==> src/rtl/id_ex_operand_stage_if.sv <==
// ID/EX operand stage bus: decoded ID fields, hazard controls, forwarding sources and ALU-facing results.
interface id_ex_operand_stage_if #(
   parameter int unsigned XLEN = 32
);
   localparam int unsigned RW = 5;

   logic            STALL;
   logic            FLUSH;
   logic            ID_VALID;
   logic [XLEN-1:0] ID_PC;
   logic [XLEN-1:0] ID_RS1_DATA;
   logic [XLEN-1:0] ID_RS2_DATA;
   logic [XLEN-1:0] ID_IMM;
   logic [RW-1:0]   ID_RS1_ADDR;
   logic [RW-1:0]   ID_RS2_ADDR;
   logic [RW-1:0]   ID_RD_ADDR;
   logic [RW-1:0]   ID_ALU_SELECT;
   logic            ID_OP1_SEL;
   logic            ID_OP2_SEL;
   logic            ID_REG_WRITE;
   logic [RW-1:0]   EXMEM_RD_ADDR;
   logic            EXMEM_REG_WRITE;
   logic [XLEN-1:0] EXMEM_RESULT;
   logic [RW-1:0]   MEMWB_RD_ADDR;
   logic            MEMWB_REG_WRITE;
   logic [XLEN-1:0] MEMWB_RESULT;
   logic [XLEN-1:0] DATA1;
   logic [XLEN-1:0] DATA2;
   logic [RW-1:0]   SELECT;
   logic [XLEN-1:0] EX_RS2_FWD;
   logic [XLEN-1:0] EX_PC;
   logic [RW-1:0]   EX_RD_ADDR;
   logic            EX_REG_WRITE;
   logic            EX_VALID;

   // Pipeline side: decode/hazard/forwarding producers, ALU consumer
   modport master (
      output STALL, FLUSH, ID_VALID, ID_PC, ID_RS1_DATA, ID_RS2_DATA, ID_IMM,
             ID_RS1_ADDR, ID_RS2_ADDR, ID_RD_ADDR, ID_ALU_SELECT, ID_OP1_SEL,
             ID_OP2_SEL, ID_REG_WRITE, EXMEM_RD_ADDR, EXMEM_REG_WRITE, EXMEM_RESULT,
             MEMWB_RD_ADDR, MEMWB_REG_WRITE, MEMWB_RESULT,
      input  DATA1, DATA2, SELECT, EX_RS2_FWD, EX_PC, EX_RD_ADDR, EX_REG_WRITE, EX_VALID
   );

   // Stage side
   modport slave (
      input  STALL, FLUSH, ID_VALID, ID_PC, ID_RS1_DATA, ID_RS2_DATA, ID_IMM,
             ID_RS1_ADDR, ID_RS2_ADDR, ID_RD_ADDR, ID_ALU_SELECT, ID_OP1_SEL,
             ID_OP2_SEL, ID_REG_WRITE, EXMEM_RD_ADDR, EXMEM_REG_WRITE, EXMEM_RESULT,
             MEMWB_RD_ADDR, MEMWB_REG_WRITE, MEMWB_RESULT,
      output DATA1, DATA2, SELECT, EX_RS2_FWD, EX_PC, EX_RD_ADDR, EX_REG_WRITE, EX_VALID
   );
endinterface

==> src/rtl/id_ex_operand_stage.sv <==
// ID/EX pipeline register with EX/MEM and MEM/WB operand forwarding and PC/imm operand selection.
module id_ex_operand_stage #(
   parameter int unsigned    XLEN     = 32,
   parameter logic [XLEN-1:0] RESET_PC = '0
) (
   input  logic                 CLK,
   input  logic                 RESET,
   id_ex_operand_stage_if.slave bus
);
   localparam int unsigned RW = 5;

   logic            valid_q,     valid_d;
   logic            reg_write_q, reg_write_d;
   logic [XLEN-1:0] pc_q,        pc_d;
   logic [XLEN-1:0] rs1_data_q,  rs1_data_d;
   logic [XLEN-1:0] rs2_data_q,  rs2_data_d;
   logic [XLEN-1:0] imm_q,       imm_d;
   logic [RW-1:0]   rs1_addr_q,  rs1_addr_d;
   logic [RW-1:0]   rs2_addr_q,  rs2_addr_d;
   logic [RW-1:0]   rd_addr_q,   rd_addr_d;
   logic [RW-1:0]   select_q,    select_d;
   logic            op1_sel_q,   op1_sel_d;
   logic            op2_sel_q,   op2_sel_d;

   logic [XLEN-1:0] fwd_rs1_c;
   logic [XLEN-1:0] fwd_rs2_c;

   // Forward muxes: EX/MEM beats MEM/WB; x0 always reads as zero
   always_comb begin
      fwd_rs1_c = rs1_data_q;
      if (rs1_addr_q == RW'(0))
         fwd_rs1_c = '0;
      else if (bus.EXMEM_REG_WRITE && (bus.EXMEM_RD_ADDR == rs1_addr_q))
         fwd_rs1_c = bus.EXMEM_RESULT;
      else if (bus.MEMWB_REG_WRITE && (bus.MEMWB_RD_ADDR == rs1_addr_q))
         fwd_rs1_c = bus.MEMWB_RESULT;

      fwd_rs2_c = rs2_data_q;
      if (rs2_addr_q == RW'(0))
         fwd_rs2_c = '0;
      else if (bus.EXMEM_REG_WRITE && (bus.EXMEM_RD_ADDR == rs2_addr_q))
         fwd_rs2_c = bus.EXMEM_RESULT;
      else if (bus.MEMWB_REG_WRITE && (bus.MEMWB_RD_ADDR == rs2_addr_q))
         fwd_rs2_c = bus.MEMWB_RESULT;
   end

   // Next-state: flush inserts a bubble, stall holds control but refreshes operands, otherwise load from ID
   always_comb begin
      valid_d     = valid_q;
      reg_write_d = reg_write_q;
      pc_d        = pc_q;
      rs1_data_d  = rs1_data_q;
      rs2_data_d  = rs2_data_q;
      imm_d       = imm_q;
      rs1_addr_d  = rs1_addr_q;
      rs2_addr_d  = rs2_addr_q;
      rd_addr_d   = rd_addr_q;
      select_d    = select_q;
      op1_sel_d   = op1_sel_q;
      op2_sel_d   = op2_sel_q;

      if (bus.FLUSH) begin
         valid_d     = 1'b0;
         reg_write_d = 1'b0;
         rd_addr_d   = '0;
         select_d    = '0;
         rs1_addr_d  = '0;
         rs2_addr_d  = '0;
         // Datapath fields of a bubble are don't-care; take them from ID
         pc_d        = bus.ID_PC;
         imm_d       = bus.ID_IMM;
         rs1_data_d  = bus.ID_RS1_DATA;
         rs2_data_d  = bus.ID_RS2_DATA;
         op1_sel_d   = bus.ID_OP1_SEL;
         op2_sel_d   = bus.ID_OP2_SEL;
      end else if (bus.STALL) begin
         // Capture producers that may retire while we are held
         rs1_data_d  = fwd_rs1_c;
         rs2_data_d  = fwd_rs2_c;
      end else begin
         valid_d     = bus.ID_VALID;
         reg_write_d = bus.ID_REG_WRITE & bus.ID_VALID;
         pc_d        = bus.ID_PC;
         rs1_data_d  = bus.ID_RS1_DATA;
         rs2_data_d  = bus.ID_RS2_DATA;
         imm_d       = bus.ID_IMM;
         rs1_addr_d  = bus.ID_RS1_ADDR;
         rs2_addr_d  = bus.ID_RS2_ADDR;
         rd_addr_d   = bus.ID_RD_ADDR;
         select_d    = bus.ID_ALU_SELECT;
         op1_sel_d   = bus.ID_OP1_SEL;
         op2_sel_d   = bus.ID_OP2_SEL;
      end
   end

   // Stage registers
   always_ff @(posedge CLK or negedge RESET) begin
      if (!RESET) begin
         valid_q     <= 1'b0;
         reg_write_q <= 1'b0;
         pc_q        <= RESET_PC;
         rs1_data_q  <= '0;
         rs2_data_q  <= '0;
         imm_q       <= '0;
         rs1_addr_q  <= '0;
         rs2_addr_q  <= '0;
         rd_addr_q   <= '0;
         select_q    <= '0;
         op1_sel_q   <= 1'b0;
         op2_sel_q   <= 1'b0;
      end else begin
         valid_q     <= valid_d;
         reg_write_q <= reg_write_d;
         pc_q        <= pc_d;
         rs1_data_q  <= rs1_data_d;
         rs2_data_q  <= rs2_data_d;
         imm_q       <= imm_d;
         rs1_addr_q  <= rs1_addr_d;
         rs2_addr_q  <= rs2_addr_d;
         rd_addr_q   <= rd_addr_d;
         select_q    <= select_d;
         op1_sel_q   <= op1_sel_d;
         op2_sel_q   <= op2_sel_d;
      end
   end

   // ALU operands and EX-stage outputs
   assign bus.DATA1        = op1_sel_q ? pc_q  : fwd_rs1_c;
   assign bus.DATA2        = op2_sel_q ? imm_q : fwd_rs2_c;
   assign bus.EX_RS2_FWD   = fwd_rs2_c;
   assign bus.SELECT       = select_q;
   assign bus.EX_PC        = pc_q;
   assign bus.EX_RD_ADDR   = rd_addr_q;
   assign bus.EX_REG_WRITE = reg_write_q & valid_q;
   assign bus.EX_VALID     = valid_q;
endmodule

==> src/flat_wrapper.sv <==
// flat-port wrapper written by rule: the top's interface ports become plain ports
module id_ex_operand_stage_flat 
#(
   parameter int unsigned    XLEN     = 32,
   parameter logic [XLEN-1:0] RESET_PC = '0
)
  (CLK, RESET, bus_STALL, bus_FLUSH, bus_ID_VALID, bus_ID_PC, bus_ID_RS1_DATA, bus_ID_RS2_DATA, bus_ID_IMM, bus_ID_RS1_ADDR, bus_ID_RS2_ADDR, bus_ID_RD_ADDR, bus_ID_ALU_SELECT, bus_ID_OP1_SEL, bus_ID_OP2_SEL, bus_ID_REG_WRITE, bus_EXMEM_RD_ADDR, bus_EXMEM_REG_WRITE, bus_EXMEM_RESULT, bus_MEMWB_RD_ADDR, bus_MEMWB_REG_WRITE, bus_MEMWB_RESULT, bus_DATA1, bus_DATA2, bus_SELECT, bus_EX_RS2_FWD, bus_EX_PC, bus_EX_RD_ADDR, bus_EX_REG_WRITE, bus_EX_VALID);
  id_ex_operand_stage_if #(.XLEN(XLEN)) bus_i ();
  input  logic CLK;
  input  logic RESET;
  input wire logic [$bits(bus_i.STALL)-1:0] bus_STALL;
  input wire logic [$bits(bus_i.FLUSH)-1:0] bus_FLUSH;
  input wire logic [$bits(bus_i.ID_VALID)-1:0] bus_ID_VALID;
  input wire logic [$bits(bus_i.ID_PC)-1:0] bus_ID_PC;
  input wire logic [$bits(bus_i.ID_RS1_DATA)-1:0] bus_ID_RS1_DATA;
  input wire logic [$bits(bus_i.ID_RS2_DATA)-1:0] bus_ID_RS2_DATA;
  input wire logic [$bits(bus_i.ID_IMM)-1:0] bus_ID_IMM;
  input wire logic [$bits(bus_i.ID_RS1_ADDR)-1:0] bus_ID_RS1_ADDR;
  input wire logic [$bits(bus_i.ID_RS2_ADDR)-1:0] bus_ID_RS2_ADDR;
  input wire logic [$bits(bus_i.ID_RD_ADDR)-1:0] bus_ID_RD_ADDR;
  input wire logic [$bits(bus_i.ID_ALU_SELECT)-1:0] bus_ID_ALU_SELECT;
  input wire logic [$bits(bus_i.ID_OP1_SEL)-1:0] bus_ID_OP1_SEL;
  input wire logic [$bits(bus_i.ID_OP2_SEL)-1:0] bus_ID_OP2_SEL;
  input wire logic [$bits(bus_i.ID_REG_WRITE)-1:0] bus_ID_REG_WRITE;
  input wire logic [$bits(bus_i.EXMEM_RD_ADDR)-1:0] bus_EXMEM_RD_ADDR;
  input wire logic [$bits(bus_i.EXMEM_REG_WRITE)-1:0] bus_EXMEM_REG_WRITE;
  input wire logic [$bits(bus_i.EXMEM_RESULT)-1:0] bus_EXMEM_RESULT;
  input wire logic [$bits(bus_i.MEMWB_RD_ADDR)-1:0] bus_MEMWB_RD_ADDR;
  input wire logic [$bits(bus_i.MEMWB_REG_WRITE)-1:0] bus_MEMWB_REG_WRITE;
  input wire logic [$bits(bus_i.MEMWB_RESULT)-1:0] bus_MEMWB_RESULT;
  output wire logic [$bits(bus_i.DATA1)-1:0] bus_DATA1;
  output wire logic [$bits(bus_i.DATA2)-1:0] bus_DATA2;
  output wire logic [$bits(bus_i.SELECT)-1:0] bus_SELECT;
  output wire logic [$bits(bus_i.EX_RS2_FWD)-1:0] bus_EX_RS2_FWD;
  output wire logic [$bits(bus_i.EX_PC)-1:0] bus_EX_PC;
  output wire logic [$bits(bus_i.EX_RD_ADDR)-1:0] bus_EX_RD_ADDR;
  output wire logic [$bits(bus_i.EX_REG_WRITE)-1:0] bus_EX_REG_WRITE;
  output wire logic [$bits(bus_i.EX_VALID)-1:0] bus_EX_VALID;
  assign bus_i.STALL = bus_STALL;
  assign bus_i.FLUSH = bus_FLUSH;
  assign bus_i.ID_VALID = bus_ID_VALID;
  assign bus_i.ID_PC = bus_ID_PC;
  assign bus_i.ID_RS1_DATA = bus_ID_RS1_DATA;
  assign bus_i.ID_RS2_DATA = bus_ID_RS2_DATA;
  assign bus_i.ID_IMM = bus_ID_IMM;
  assign bus_i.ID_RS1_ADDR = bus_ID_RS1_ADDR;
  assign bus_i.ID_RS2_ADDR = bus_ID_RS2_ADDR;
  assign bus_i.ID_RD_ADDR = bus_ID_RD_ADDR;
  assign bus_i.ID_ALU_SELECT = bus_ID_ALU_SELECT;
  assign bus_i.ID_OP1_SEL = bus_ID_OP1_SEL;
  assign bus_i.ID_OP2_SEL = bus_ID_OP2_SEL;
  assign bus_i.ID_REG_WRITE = bus_ID_REG_WRITE;
  assign bus_i.EXMEM_RD_ADDR = bus_EXMEM_RD_ADDR;
  assign bus_i.EXMEM_REG_WRITE = bus_EXMEM_REG_WRITE;
  assign bus_i.EXMEM_RESULT = bus_EXMEM_RESULT;
  assign bus_i.MEMWB_RD_ADDR = bus_MEMWB_RD_ADDR;
  assign bus_i.MEMWB_REG_WRITE = bus_MEMWB_REG_WRITE;
  assign bus_i.MEMWB_RESULT = bus_MEMWB_RESULT;
  assign bus_DATA1 = bus_i.DATA1;
  assign bus_DATA2 = bus_i.DATA2;
  assign bus_SELECT = bus_i.SELECT;
  assign bus_EX_RS2_FWD = bus_i.EX_RS2_FWD;
  assign bus_EX_PC = bus_i.EX_PC;
  assign bus_EX_RD_ADDR = bus_i.EX_RD_ADDR;
  assign bus_EX_REG_WRITE = bus_i.EX_REG_WRITE;
  assign bus_EX_VALID = bus_i.EX_VALID;
  id_ex_operand_stage #(.XLEN(XLEN), .RESET_PC(RESET_PC)) u_core (.CLK(CLK), .RESET(RESET), .bus(bus_i));
endmodule
==> config.mk <==
export PLATFORM = sky130hd
export DESIGN_NAME = id_ex_operand_stage_flat
export DESIGN_NICKNAME = d
export VERILOG_FILES = /design/src/rtl/id_ex_operand_stage_if.sv /design/src/rtl/id_ex_operand_stage.sv /design/src/flat_wrapper.sv
export SDC_FILE = /design/constraint.sdc
export NUM_CORES = 1
export LEC_CHECK = 0
export BUFFER_PORTS_ARGS = -buffer_cell sky130_fd_sc_hd__buf_2
export CAP_MARGIN = 20
export CORE_MARGIN = 2
export CORE_UTILIZATION = 40
export CTS_CLUSTER_SIZE = 25
export DETAILED_ROUTE_END_ITERATION = 8
export PLACE_DENSITY = 0.72
export SLEW_MARGIN = 20
export SYNTH_ARGS = -nofsm -noshare
export SYNTH_HDL_FRONTEND = slang
export SYNTH_SLANG_ARGS = --single-unit
==> constraint.sdc <==
create_clock -name CLK -period 2.5 [get_ports CLK]
set_input_delay 0.5 -clock CLK [delete_from_list [all_inputs] [get_ports CLK]]
set_output_delay 0.5 -clock CLK [all_outputs]
set_load 0.01 [all_outputs]
Yosys cells after proc, flatten, opt, wreduce, memory -nomap -nowiden
Index checks and enable logic that the tools add are counted.

Equality and inequality tests: 5. Multiplexer cells: 32. Bitwise logic cells: 2. Reduce and logical (&&, ||, !) cells: 6.

Operators by type and width (count): two-way mux 32 bit (16); two-way mux 5 bit (8); == test 5 bit (4); logical NOT 5 bit (2); two-way mux 1 bit (8); logical AND 1 bit (4); bitwise AND 1 bit (2); inequality test 2 x 1 -> 1 bit (second input constant) (1).

Flip-flop bits (word level): 152. Input bits: 232. Output and inout port bits: 140. Logic and storage cells: 57.

Longest topological paths before layout
Depth in word-level cells: 7. Gate-level depth with buffers: 7. Mapped depth without buffers: 5.

Least setup slack after synthesis
No wires, ideal clock.

Path kind: input -> output. From: input bus_MEMWB_RD_ADDR[4]. To: output bus_DATA1[10]. Arrival time: 1954 ps. Required time: 2000 ps. Setup slack: 46 ps. Stages on the path: 7. Path buffers: 2. Cell sequence: xnor2_1 > nand3_1 > or3_1 > buf_6 > buf_6 > a221o_1 > a32o_1.

Cells in the longest elaborated chain, start to end: 6.

RTL lines: from (decl) (line flat_wrapper.sv:28) `input wire logic [$bits(bus_i.MEMWB_RD_ADDR)-1:0] bus_MEMWB_RD_ADDR;`; == test 5 bit (line id_ex_operand_stage.sv:35) `else if (bus.MEMWB_REG_WRITE && (bus.MEMWB_RD_ADDR == rs1_addr_q))`; logical AND 1 bit (line id_ex_operand_stage.sv:35); two-way mux 32 bit (line id_ex_operand_stage.sv:35); two-way mux 32 bit (line id_ex_operand_stage.sv:33) `else if (bus.EXMEM_REG_WRITE && (bus.EXMEM_RD_ADDR == rs1_addr_q))`; two-way mux 32 bit (line id_ex_operand_stage.sv:31) `if (rs1_addr_q == RW'(0))`; two-way mux 32 bit (line id_ex_operand_stage.sv:128) `assign bus.DATA1 = op1_sel_q ? pc_q : fwd_rs1_c;`; to (decl) (line flat_wrapper.sv:31) `output wire logic [$bits(bus_i.DATA1)-1:0] bus_DATA1;`.

Every way passes these cells.

Worst setup path in the final report
From: register u_core.rs1_addr_q[1]. To: output bus_DATA1[0].

Cells in the longest elaborated chain, start to end: 6. Elaborated cells between the ends (all ways): 9. Classes of those cells: 2 x eq/ne; 4 x mux; 3 x reduce/logical.

RTL lines: from (decl) (line id_ex_operand_stage.sv:18) `logic [RW-1:0] rs1_addr_q, rs1_addr_d;`; from (signal assigned) (line id_ex_operand_stage.sv:118) `rs1_addr_q <= rs1_addr_d;`; == test 5 bit (line id_ex_operand_stage.sv:35); logical AND 1 bit (line id_ex_operand_stage.sv:35); two-way mux 32 bit (line id_ex_operand_stage.sv:35); two-way mux 32 bit (line id_ex_operand_stage.sv:33); two-way mux 32 bit * (line id_ex_operand_stage.sv:31); two-way mux 32 bit * (line id_ex_operand_stage.sv:128).

Every way passes the cells marked *; elsewhere a longest branch is shown, timed or not.

==> summary.md <==
| Metric | Value |
|---|---|
| Syn_nets | `roughly 1,000` |
| Remaining antenna violation count | `0` |
| Number of clock sinks seen by CTS | `~150` |
| Ranking of synthesized cells by area | `dfrtp_1 (46%), mux2_2 (8.9%), a32o_1 (7.7%)` |
| Initial DRT Pass Iterations | `5` |
| HPWL after detailed placement | `22,500 µm` |
| Status | `finished with violations` |
| Setup_tns | `-35.35 ns` |
| Layout Skew | `roughly 0.0082 ns` |
| Crit start category | `register` |
| Slew margin rel. | `0.272` |
| Height of the chip | `148 µm` |
| Met2 capacity usage during global routing | `0.559` |
| Number of warnings reported in the yosys synthesis log | `0` |
| TritonCTS buffer count | `17` |
| Path class of the lowest-slack min-delay path | `in2async` |
| Part of the cycle the worst path needs | `1.20` |
| Most Crowded Layer GR | `met2` |
| Count of final setup violators | `97` |
| Clock transition at the registers of the reported paths | `0.06 ns` |
| Number of instances in the placed design | `1,396` |
| Count of filler cells inserted in the layout | `1,527` |
| Largest buffer count on any clock path | `2` |
| Met3 capacity usage during global routing | `0.0650` |
| Maximum achievable frequency | `334 MHz` |
| Beginning of the critical path | `u_core.rs1_addr_q[1]` |
| Setup repair after global routing missed its margin | `true` |
| Clock latency on the worst-skew pair | `0.42 ns` |
| Cell breakdown of the critical path | `xnor2_1 -> nand2_1 -> or3_4 -> buf_12 -> a221o_2 -> a32o_1 -> buf_2` |
| Final wirelength | `between 30,000 and 40,000 µm` |
| Slowest Stage Delay on Critical Path | `between 0.4 and 0.5 ns` |
| Final WS setup | `-0.494 ns` |
| Cell Area, Synth | `between 8000 and 9000 µm²` |
| Cell count after synthesis | `between 700 and 800` |
| Fraction of met1 tracks used by global routing | `0.410` |
| Area leader, netlist | `dfrtp_1` |
| Final Max Tran Viols | `0` |
| Post-route non-filler standard cell count | `1,495` |
| Post-Synthesis Mean Instance Area | `10.7 µm²` |
| Area growth from synthesis to final layout | `66.0%` |
| FF+latch count, synth | `between 150 and 200` |
| Full die area | `21,900 µm²` |
| Area fraction of the dominant cell type after synthesis | `0.458` |
| Leakage dissipation | `0.00622 µW` |
| DRC violation count after routing | `0` |
| Register area share after synthesis | `0.458` |
| Final min period | `2.99 ns` |
| Least-Margin Pin Slew | `1.09 ns` |
| Post-synth EDFFs | `0` |
| Fraction of layout cells with a size suffix above 1 | `0.607` |
| RD Place Congestion | `about 0.86` |
| Clock tree from TritonCTS | `done` |
| End-of-flow core utilization | `0.679` |
| Ys async rst share | `1.00` |
| Violations in the final reports | `setup timing` |
| Initial standard-cell utilization of the core | `0.409` |
| Overflow left after global routing | `0` |
| Most frequent cell after synthesis | `dfrtp_1` |
| Data required time of the critical path | `2.00 ns` |
| CTS HTree Levels | `4` |
| Tot GR Track Use | `0.327` |
| Number of nets in the layout | `between 1,000 and 1,500` |
| Via count of the first global-routing pass | `9,284` |
| Worst Path Arrival | `2.49 ns` |
| Number of placement rows | `52` |
| Number of library cell types mapped by synthesis | `31` |
| Vias per cell | `6.00` |
| First-pass GRT wire length | `between 50,000 and 60,000 µm` |
| Root buffer cell | `clkbuf_16` |
| Power Density | `575 nW/µm²` |
| Hold-fix buffers at CTS | `0` |
| Largest fanout on the critical path | `21` |
| Via count of the routed design | `8,972` |
| VDD IR-drop max | `between 0.4 and 0.5 mV` |
| Number of antenna violations at the first check in global routing | `3` |
| Crit Path Class | `reg2out` |
| Avg WL per Cell | `about 25 µm` |
| 1st-iter DRT viols | `680` |
| Most instantiated cells after synthesis | `dfrtp_1 (152), clkbuf_1 (69), and2_1 (66), mux2_2 (66)` |
| Buffers on Ports | `371` |
| Startpoint of the worst register-to-register path | `u_core.rs2_addr_q[3]` |
| Pin count of the biggest net entering global routing | `69` |
| Final hold violations | `0` |
| Sort of element at the end of the critical path | `output pin` |
| Core Area | `20,300 µm²` |
| Max capacitance violation total | `0` |
| Most instantiated flip-flop cell in the synthesis netlist | `dfrtp_1` |
| Width of the die | `148 µm` |
| Slowest CP cell | `or3_4` |
| Number of top-level pins | `372` |
[worst max-delay path, delay by kind of cell, from the launching register on]
family / cells / cell delay, ns
compound gates: 2 / 0.66
xor+xnor: 1 / 0.20
buf+inv: 2 / 0.32
flops: 1 / 0.39
simple gates: 2 / 0.51
[path summary, 6_finish.rpt]
path                                         end  slack [ns]  depth (start not counted)
max                                 bus_DATA1[0]       -0.49                          7
min                         u_core.bus.SELECT[1]        0.03                          1
max reg2reg                u_core.rs2_data_q[18]       -0.16                         14
min reg2reg                     u_core.imm_q[14]        0.52                          1
max in group asynchronous  u_core.rs2_data_q[10]        1.79                          2
min in group CLK            u_core.rs1_data_q[1]        0.29                          2
[final cells by class]
class,count,area (µm²),share of cell area
diodes,3,7.51,0.000544
repair buffers,494,3460,0.251
multi-input cells,544,5580,0.405
clock buffers,20,447,0.0324
well taps,270,338,0.0245
clock inverters,11,148,0.0107
inverters,1,3.75,0.000272
flip-flops and latches,152,3810,0.276
[cell families after synthesis]
logic type             count (synthesis)  share of synthesized area
multiplexers                          86                      0.114
buffers and inverters                 83                     0.0416
AO/OA/AOI/OAI                        226                      0.228
XOR/XNOR                              20                     0.0211
flip-flops                           152                      0.458
AND/OR/NAND/NOR                      208                      0.137
[layout by cell type (no fill, tap or decap), types with 3 or more instances in the layout]
cell type,n
nor2_4,10
nor2_1,23
a221o_1,29
a221o_2,3
nand3_2,12
diode_2,3
buf_12,20
mux2i_1,20
xor2_1,4
bufinv_16,3
and2_1,48
a31oi_4,32
and2_4,18
buf_16,7
a22o_1,64
buf_4,66
o21ai_4,28
a32o_1,63
buf_2,348
nand2_1,3
buf_8,4
xnor2_1,13
nand2b_1,32
clkinv_4,3
dfrtp_1,150
nor3_4,31
o21ai_2,4
clkbuf_16,18
clkinv_2,3
mux2_2,66
buf_6,48
nand3_1,22
[timing repair]
item,in CTS,in global routing
endpoints found under the setup margin,96,98
gates resized for setup,286,75
pin swaps,82,57
buffers inserted,39,23
cloned,12,1
[state kept, by name, indices dropped and copies added (netlist names)]
register and cells:
u_core.rs1_addr_q 5, u_core.rs2_addr_q 5, u_core.bus.EX_PC 32, u_core.imm_q 32, u_core.rs1_data_q 32, u_core.reg_write_q 1
u_core.bus.EX_VALID 1, u_core.op2_sel_q 1, u_core.bus.SELECT 5, u_core.bus.EX_RD_ADDR 5, u_core.op1_sel_q 1, u_core.rs2_data_q 32
[per-layer routing]
metal / share of wire / routed length, µm
met1: 0.38 / 14200
met5: 0 / 0
met2: 0.50 / 18500
met3: 0.082 / 3030
met4: 0.035 / 1280
[where the power goes]
part	internal [µW]	total, µW	leakage, µW	switching (µW)
logic	1210	2470	0.00410	1260
registers	2660	2800	0.00183	142
clock network	1590	2670	0.000290	1070
total	5460	7930	0.00622	2470
[stage by stage]
step / power [µW] / instance area [µm²] / hold WS, ns / setup slack (ns)
floorplan: 3740 / 8310 / 0.204 / 0.0456
global placement: 4600 / 10800 / 0.489 / -0.444
detailed placement: 4620 / 10800 / 0.495 / -0.461
CTS: 7790 / 13300 / 0.0298 / -0.496
global route: 8210 / 13800 / 0.0460 / -0.575
finish: 7930 / 13800 / 0.0273 / -0.494
(Power assumes the default switching activity.)
